$ cat src/rtl/cla_pipe_adder_pkg.sv
// ---------------------------------------------------------------------------
// cla_pipe_adder_pkg
// Shared definitions for the pipelined carry-lookahead adder/subtractor:
//   - mode_e      : operation encodings (ADD, SUB, ADDS, SUBS)
//   - max_pos()   : most positive two's complement value for a given width
//   - max_neg()   : most negative two's complement value for a given width
//   - is_sub()    : true for modes that compute a + ~b + 1
//   - is_sat()    : true for the saturating modes
// The saturation helpers return MAX_WIDTH-bit values; callers slice them.
// ---------------------------------------------------------------------------
package cla_pipe_adder_pkg;

    typedef enum logic [1:0] {
        MODE_ADD  = 2'd0,
        MODE_SUB  = 2'd1,
        MODE_ADDS = 2'd2,
        MODE_SUBS = 2'd3
    } mode_e;

    localparam int MAX_WIDTH = 64;
    localparam logic [MAX_WIDTH-1:0] ONE_W = {{(MAX_WIDTH-1){1'b0}}, 1'b1};

    // 0 followed by width-1 ones
    function automatic logic [MAX_WIDTH-1:0] max_pos(input int width);
        return (ONE_W << (width - 1)) - ONE_W;
    endfunction

    // 1 followed by width-1 zeros
    function automatic logic [MAX_WIDTH-1:0] max_neg(input int width);
        return ONE_W << (width - 1);
    endfunction

    function automatic logic is_sub(input mode_e m);
        return (m == MODE_SUB) || (m == MODE_SUBS);
    endfunction

    function automatic logic is_sat(input mode_e m);
        return (m == MODE_ADDS) || (m == MODE_SUBS);
    endfunction

endpackage

$ cat src/rtl/cla_pipe_adder_group.sv
// ---------------------------------------------------------------------------
// cla_group
// One GROUP-bit carry-lookahead block.
//   a, b   : group operand bits (b already inverted for subtraction)
//   cin    : carry into the least significant bit of the group
//   sum    : group sum bits
//   grp_p  : group propagate (carry-in passes straight through)
//   grp_g  : group generate  (group produces a carry on its own)
// grp_p/grp_g do not depend on cin and are computed in their own block, so
// the inter-group carry logic in the parent never forms a combinational loop.
// ---------------------------------------------------------------------------
module cla_group #(
    parameter int GROUP = 4
) (
    input  logic [GROUP-1:0] a,
    input  logic [GROUP-1:0] b,
    input  logic             cin,
    output logic [GROUP-1:0] sum,
    output logic             grp_p,
    output logic             grp_g
);

    logic [GROUP-1:0] p;
    logic [GROUP-1:0] g;
    logic [GROUP:0]   gen_src;
    logic [GROUP-1:0] c;

    assign p       = a | b;
    assign g       = a & b;
    assign gen_src = {g, cin};

    // Fully expanded lookahead: c[i] is the OR over every source j <= i
    // (cin or a lower generate) ANDed with all propagates between j and i.
    always_comb begin
        logic term;
        c = '0;
        for (int i = 0; i < GROUP; i++) begin
            for (int j = 0; j <= i; j++) begin
                term = gen_src[j];
                for (int k = j; k < i; k++) begin
                    term = term & p[k];
                end
                c[i] = c[i] | term;
            end
        end
    end

    assign sum = a ^ b ^ c;

    always_comb begin
        logic term;
        grp_p = &p;
        grp_g = 1'b0;
        for (int j = 0; j < GROUP; j++) begin
            term = g[j];
            for (int k = j + 1; k < GROUP; k++) begin
                term = term & p[k];
            end
            grp_g = grp_g | term;
        end
    end

endmodule

$ cat src/rtl/cla_pipe_adder.sv
// ---------------------------------------------------------------------------
// cla_pipe_adder
// Two-stage pipelined carry-lookahead adder/subtractor with Z/V/N flags,
// carry-out and optional signed saturation.
//   clk, rst_n          : clock (rising edge), async active-low reset
//   in_valid/in_ready   : operand handshake (in_ready is combinational)
//   a, b                : two's complement operands
//   mode                : 0=ADD 1=SUB 2=ADDS 3=SUBS
//   out_valid/out_ready : result handshake, results held while stalled
//   sum, cout           : result and raw carry out of the MSB
//   flag_z/v/n          : zero, unsaturated signed overflow, negative
// Stage 1 resolves the lower half and registers the half-way carry with the
// upper operands; stage 2 finishes the upper half and forms the flags.
// ---------------------------------------------------------------------------
module cla_pipe_adder
    import cla_pipe_adder_pkg::*;
#(
    parameter int WIDTH = 16,
    parameter int GROUP = 4
) (
    input  logic             clk,
    input  logic             rst_n,
    input  logic             in_valid,
    output logic             in_ready,
    input  logic [WIDTH-1:0] a,
    input  logic [WIDTH-1:0] b,
    input  logic [1:0]       mode,
    output logic             out_valid,
    input  logic             out_ready,
    output logic [WIDTH-1:0] sum,
    output logic             cout,
    output logic             flag_z,
    output logic             flag_v,
    output logic             flag_n
);

    localparam int HALF = WIDTH / 2;
    localparam int NG   = WIDTH / GROUP;
    localparam int NGH  = NG / 2;

    localparam logic [MAX_WIDTH-1:0] SAT_POS_W = max_pos(WIDTH);
    localparam logic [MAX_WIDTH-1:0] SAT_NEG_W = max_neg(WIDTH);
    localparam logic [WIDTH-1:0]     SAT_POS   = SAT_POS_W[WIDTH-1:0];
    localparam logic [WIDTH-1:0]     SAT_NEG   = SAT_NEG_W[WIDTH-1:0];

    // Stage 1 registers
    logic            s1_valid_q, s1_valid_d;
    logic [HALF-1:0] lo_sum_q, lo_sum_d;
    logic            carry_q, carry_d;
    logic [HALF-1:0] a_hi_q, a_hi_d;
    logic [HALF-1:0] b_hi_q, b_hi_d;
    mode_e           mode_q, mode_d;

    // Stage 2 registers
    logic             s2_valid_q, s2_valid_d;
    logic [WIDTH-1:0] sum_q, sum_d;
    logic             cout_q, cout_d;
    logic             z_q, z_d;
    logic             v_q, v_d;
    logic             n_q, n_d;

    mode_e            in_mode;
    logic             in_sub;
    logic [WIDTH-1:0] b_eff;
    logic [WIDTH-1:0] op_a;
    logic [WIDTH-1:0] op_b;
    logic [WIDTH-1:0] grp_sum;
    logic [NG-1:0]    grp_p;
    logic [NG-1:0]    grp_g;
    logic [NG-1:0]    grp_cin;
    logic             lo_cout;
    logic             hi_cout;
    logic [WIDTH-1:0] raw_sum;
    logic             ovf;
    logic [WIDTH-1:0] res;
    logic             s1_adv;
    logic             s2_adv;

    assign in_mode = mode_e'(mode);
    assign in_sub  = is_sub(in_mode);
    assign b_eff   = in_sub ? ~b : b;

    // Lower groups see the live operands, upper groups the stage-1 registers,
    // so one row of groups serves both pipeline stages.
    assign op_a = {a_hi_q, a[HALF-1:0]};
    assign op_b = {b_hi_q, b_eff[HALF-1:0]};

    for (genvar k = 0; k < NG; k++) begin : g_grp
        cla_group #(.GROUP(GROUP)) u_grp (
            .a     (op_a[k*GROUP +: GROUP]),
            .b     (op_b[k*GROUP +: GROUP]),
            .cin   (grp_cin[k]),
            .sum   (grp_sum[k*GROUP +: GROUP]),
            .grp_p (grp_p[k]),
            .grp_g (grp_g[k])
        );
    end

    // Group-level carry chains: the lower chain starts from the subtract
    // carry-in, the upper chain restarts from the registered half-way carry.
    always_comb begin
        logic c;
        grp_cin = '0;
        c = in_sub;
        for (int k = 0; k < NGH; k++) begin
            grp_cin[k] = c;
            c = grp_g[k] | (grp_p[k] & c);
        end
        lo_cout = c;
        c = carry_q;
        for (int k = NGH; k < NG; k++) begin
            grp_cin[k] = c;
            c = grp_g[k] | (grp_p[k] & c);
        end
        hi_cout = c;
    end

    // Overflow is judged on the unsaturated sum; saturation picks the limit
    // on the side of operand A's sign.
    assign raw_sum = {grp_sum[WIDTH-1:HALF], lo_sum_q};
    assign ovf     = (a_hi_q[HALF-1] == b_hi_q[HALF-1]) &&
                     (raw_sum[WIDTH-1] != a_hi_q[HALF-1]);
    assign res     = (is_sat(mode_q) && ovf) ?
                     (a_hi_q[HALF-1] ? SAT_NEG : SAT_POS) : raw_sum;

    assign s2_adv   = !s2_valid_q || out_ready;
    assign s1_adv   = !s1_valid_q || s2_adv;
    assign in_ready = s1_adv;

    // Next-state: each stage loads only when it advances and has data
    // arriving; otherwise it holds, which keeps outputs stable under stall.
    always_comb begin
        s1_valid_d = s1_valid_q;
        lo_sum_d   = lo_sum_q;
        carry_d    = carry_q;
        a_hi_d     = a_hi_q;
        b_hi_d     = b_hi_q;
        mode_d     = mode_q;
        s2_valid_d = s2_valid_q;
        sum_d      = sum_q;
        cout_d     = cout_q;
        z_d        = z_q;
        v_d        = v_q;
        n_d        = n_q;

        if (s1_adv) begin
            s1_valid_d = in_valid;
            if (in_valid) begin
                lo_sum_d = grp_sum[HALF-1:0];
                carry_d  = lo_cout;
                a_hi_d   = a[WIDTH-1:HALF];
                b_hi_d   = b_eff[WIDTH-1:HALF];
                mode_d   = in_mode;
            end
        end

        if (s2_adv) begin
            s2_valid_d = s1_valid_q;
            if (s1_valid_q) begin
                sum_d  = res;
                cout_d = hi_cout;
                z_d    = (res == '0);
                v_d    = ovf;
                n_d    = res[WIDTH-1];
            end
        end
    end

    always_ff @(posedge clk or negedge rst_n) begin
        if (!rst_n) begin
            s1_valid_q <= 1'b0;
            lo_sum_q   <= '0;
            carry_q    <= 1'b0;
            a_hi_q     <= '0;
            b_hi_q     <= '0;
            mode_q     <= MODE_ADD;
            s2_valid_q <= 1'b0;
            sum_q      <= '0;
            cout_q     <= 1'b0;
            z_q        <= 1'b0;
            v_q        <= 1'b0;
            n_q        <= 1'b0;
        end else begin
            s1_valid_q <= s1_valid_d;
            lo_sum_q   <= lo_sum_d;
            carry_q    <= carry_d;
            a_hi_q     <= a_hi_d;
            b_hi_q     <= b_hi_d;
            mode_q     <= mode_d;
            s2_valid_q <= s2_valid_d;
            sum_q      <= sum_d;
            cout_q     <= cout_d;
            z_q        <= z_d;
            v_q        <= v_d;
            n_q        <= n_d;
        end
    end

    assign out_valid = s2_valid_q;
    assign sum       = sum_q;
    assign cout      = cout_q;
    assign flag_z    = z_q;
    assign flag_v    = v_q;
    assign flag_n    = n_q;

endmodule

$ cat config.mk
export PLATFORM = sky130hd
export DESIGN_NAME = cla_pipe_adder
export DESIGN_NICKNAME = d
export VERILOG_FILES = /design/src/rtl/cla_pipe_adder_pkg.sv /design/src/rtl/cla_pipe_adder_group.sv /design/src/rtl/cla_pipe_adder.sv
export SDC_FILE = /design/constraint.sdc
export NUM_CORES = 1
export LEC_CHECK = 0
export CAP_MARGIN = 20
export CORE_MARGIN = 5
export CORE_UTILIZATION = 53
export DETAILED_ROUTE_END_ITERATION = 10
export GPL_ROUTABILITY_DRIVEN = 0
export GPL_TIMING_DRIVEN = 0
export PLACE_DENSITY = 0.81
export SYNTH_ARGS = -nofsm -noshare
export SYNTH_HDL_FRONTEND = slang
export SYNTH_HIERARCHICAL = 1
export SYNTH_SLANG_ARGS = --single-unit
$ cat constraint.sdc
create_clock -name clk -period 3.8 [get_ports clk]
set_clock_uncertainty 0.2 [all_clocks]
set_input_delay 0.38 -clock clk [delete_from_list [all_inputs] [get_ports clk]]
set_output_delay 0.38 -clock clk [all_outputs]
set_load 0.01 [all_outputs]
==> impl_metrics.json <==
{
  "timing.fmax_ghz": 0.292,
  "grt_pass1_wl_um": 11800,
  "crit_type": "flip-flop to flip-flop",
  "antenna_left": 0,
  "critPathMaxStageDelay_ps": 730,
  "synthesis.area_um2": 3220,
  "ys_dominant_reg_cell": "dfrtp_1",
  "synth_top_area_share": 0.366,
  "die_h_um": 87.9,
  "crit_chain": "inv_1, ha_1, nor4_1, a21o_1, nand2b_4, a211o_1, a211oi_1, nand4b_1, buf_2, nand2_1, a2bb2oi_1",
  "synth-xor-area-share": 0.0654,
  "cts.sinks": 47,
  "routed_wl_um": 7020,
  "syn_area_per_cell_um2": 10.1,
  "drive_gt1_frac": 0.127,
  "htreeDepth": 2,
  "syn_nets": 392,
  "grt_setup_unrepaired": "false",
  "ir_drop_mv": 0.257,
  "finalSetupTns_ps": 0,
  "synth_cells": 318,
  "fin_nets": 459,
  "syn_to_final_growth_pct": 26.2,
  "fp.dieW_um": 87.9,
  "insertion_delay_ps": 300,
  "antenna_found_initial": 0,
  "finalHoldViolCount": 0,
  "start_kind": "flip-flop",
  "cp_num_buf_inv": 2,
  "synthMuxAreaShare": 0.0872,
  "hp-class": "flip-flop to flip-flop",
  "drv_cap": 0,
  "postCtsSetupBuffers": 0,
  "route.detailed.wl_per_inst_um": 15.2,
  "synth_seq_area_share": 0.366,
  "synth_edf_count": 0,
  "drtPass1Iterations": 4,
  "worst_pin_slew_ps": 904,
  "synth_compound_area_frac": 0.147,
  "grt_pass1_vias": 2492,
  "p_leak_uw": 0.00193,
  "synth-seq-cells": 47,
  "holdWs_ps": 318,
  "status": "completed",
  "async_flop_share": 1.00,
  "ioPinCount": 60,
  "grt-ovfl-total": 0,
  "track_usage": 0.195,
  "grt_start_max_net_pins": 25,
  "antennaDiodeCount": 0,
  "path_delay_family": "compound AO/OA/AOI/OAI gates",
  "ctsLongestPathBuffers": 2,
  "cp_slowest_cell": "a211oi_1",
  "start_util": 0.543,
  "cts_tree": "yes",
  "cts_root_buf": "clkbuf_8",
  "drc": 0,
  "via_per_inst": 5.42,
  "cts_buffers": 5,
  "slew_headroom": 0.394,
  "powerDensity_nw_per_um2": 529,
  "path_clk_slew_ps": 90,
  "synthSimpleGateAreaFrac": 0.102,
  "final_min_period_over_clock_period": 0.901,
  "min_period_ps": 3420,
  "fill_cells": 458,
  "cp.required_ps": 3820,
  "die-area_um2": 7720,
  "synthAdderAreaFrac": 0.149,
  "yosysWarningCount": 6,
  "worst-path-max-fanout": 10,
  "yosys-top-cells-area": "dfrtp_1 37%, ha_1 12%, mux2_2 8.4%",
  "slew_viol_final": 0,
  "vias": 2497,
  "arrival_ps": 3440,
  "finalSetupViolCount": 0,
  "port_buffers": 58,
  "core_area_um2": 5920,
  "synth_area_leader_cell": "dfrtp_1",
  "row_count": 28,
  "worstSetupEndpointType": "flip-flop",
  "hpwl_um": 5510,
  "synth_cell_type_count": 42,
  "drt_iter0_drc": 85,
  "synth_top_family_by_area": "adder cells"
}
## where the power goes
part | total, µW | switching (µW) | internal (µW) | leakage (µW)
Sequential | 778 | 127 | 651 | 0.000539
Combinational | 937 | 437 | 501 | 0.00133
Clock | 434 | 171 | 262 | 0.0000644
## routing by layer
metal | vias up | part of all wire | GRT usage
li1 | 1220 | - | -
met1 | 1199 | 0.42 | 0.255
met2 | 71 | 0.51 | 0.338
met3 | 7 | 0.058 | 0.0282
met4 | 0 | 0.016 | 0.0544
met5 | - | 0 | 0
## cell usage in the layout, fill, tap and decap left out, drive strengths merged, types with 7 or more instances in the layout
| cell type | count |
|---|---|
| buf | 10 |
| nand2b | 7 |
| o21ai | 9 |
| nor2 | 14 |
| mux2 | 24 |
| dfrtp | 47 |
| inv | 53 |
| clkdlybuf4s50 | 57 |
| a2bb2oi | 14 |
| ha | 32 |
| nand2 | 22 |
| xor2 | 22 |
| a21oi | 11 |
## state kept, by name, indices dropped and copies added (netlist names), 8 cells and up
register	cells
lo_sum_q	8
b_hi_q	8
sum	16
a_hi_q	8
## cells by family after synthesis
| kind of cell | count (synthesis) |
|---|---|
| compound gates | 63 |
| xor+xnor | 24 |
| fa+ha+maj | 36 |
| buf+inv | 62 |
| flops | 47 |
| mux | 25 |
| simple gates | 61 |
## stage by stage
step	util	total power [µW]	std cells	cell area (µm²)	setup WS, ps
6_report	0.686	2150	461	4060	378
5_1_grt	0.686	2290	461	4060	146
4_1_cts	0.686	2160	461	4060	465
3_5_place_dp	0.661	1710	452	3910	512
3_3_place_gp	0.657	1680	451	3890	540
2_1_floorplan	-	1320	318	3220	929
## cell usage after synthesis (2+ instances only)
master	count
a2111oi_0	4
a211o_1	4
a211oi_1	4
a21o_1	2
a21oi_1	11
a221o_1	4
a2bb2oi_1	14
a31oi_1	3
buf_2	3
buf_4	2
buf_6	3
dfrtp_1	47
fa_1	4
ha_1	32
inv_1	53
mux2_2	24
nand2_1	21
nand2b_1	6
nor2_1	13
nor2b_1	3
nor4_1	6
o21ai_0	8
o31ai_1	5
or4_1	2
xnor2_1	2
xor2_1	22
## path summary, 6_finish.rpt
check / from / to / slack [ps] / cells after the start
setup / recovery: a_hi_q[0]$_DFFE_PN0P_ / sum[6]$_DFFE_PN0P_ / 380 / 11
hold / removal: cout$_DFFE_PN0P_ / cout$_DFFE_PN0P_ / 320 / 2
setup reg to reg: a_hi_q[0]$_DFFE_PN0P_ / sum[6]$_DFFE_PN0P_ / 380 / 11
hold reg to reg: cout$_DFFE_PN0P_ / cout$_DFFE_PN0P_ / 320 / 2
max in group asynchronous: rst_n / lo_sum_q[5]$_DFFE_PN0P_ / 2430 / 3
min in group asynchronous: rst_n / a_hi_q[2]$_DFFE_PN0P_ / 440 / 2
## final cells by class
cell class              count  area [µm²]  share of cell area
clock buffers               5        68.8              0.0170
well taps                  75        93.8              0.0231
multi-input cells         209        1770               0.437
inverters                  53         199              0.0490
flip-flops and latches     47        1180               0.290
plain buffers               9        67.6              0.0166
clock inverters             3        67.6              0.0166
repair buffers             60         613               0.151
## worst min-delay path, cell delays in order (launching register included)
cell	delay (ps)
dfrtp_1	350
o21ai_0	70
o21ai_0	70
## repair_timing
action / 4_1_cts / 5_1_grt
hold endpoints to repair: 23 / 0
hold buffers: 1 / 0
gates resized for setup: 0 / 0
(Power assumes the default switching activity.)
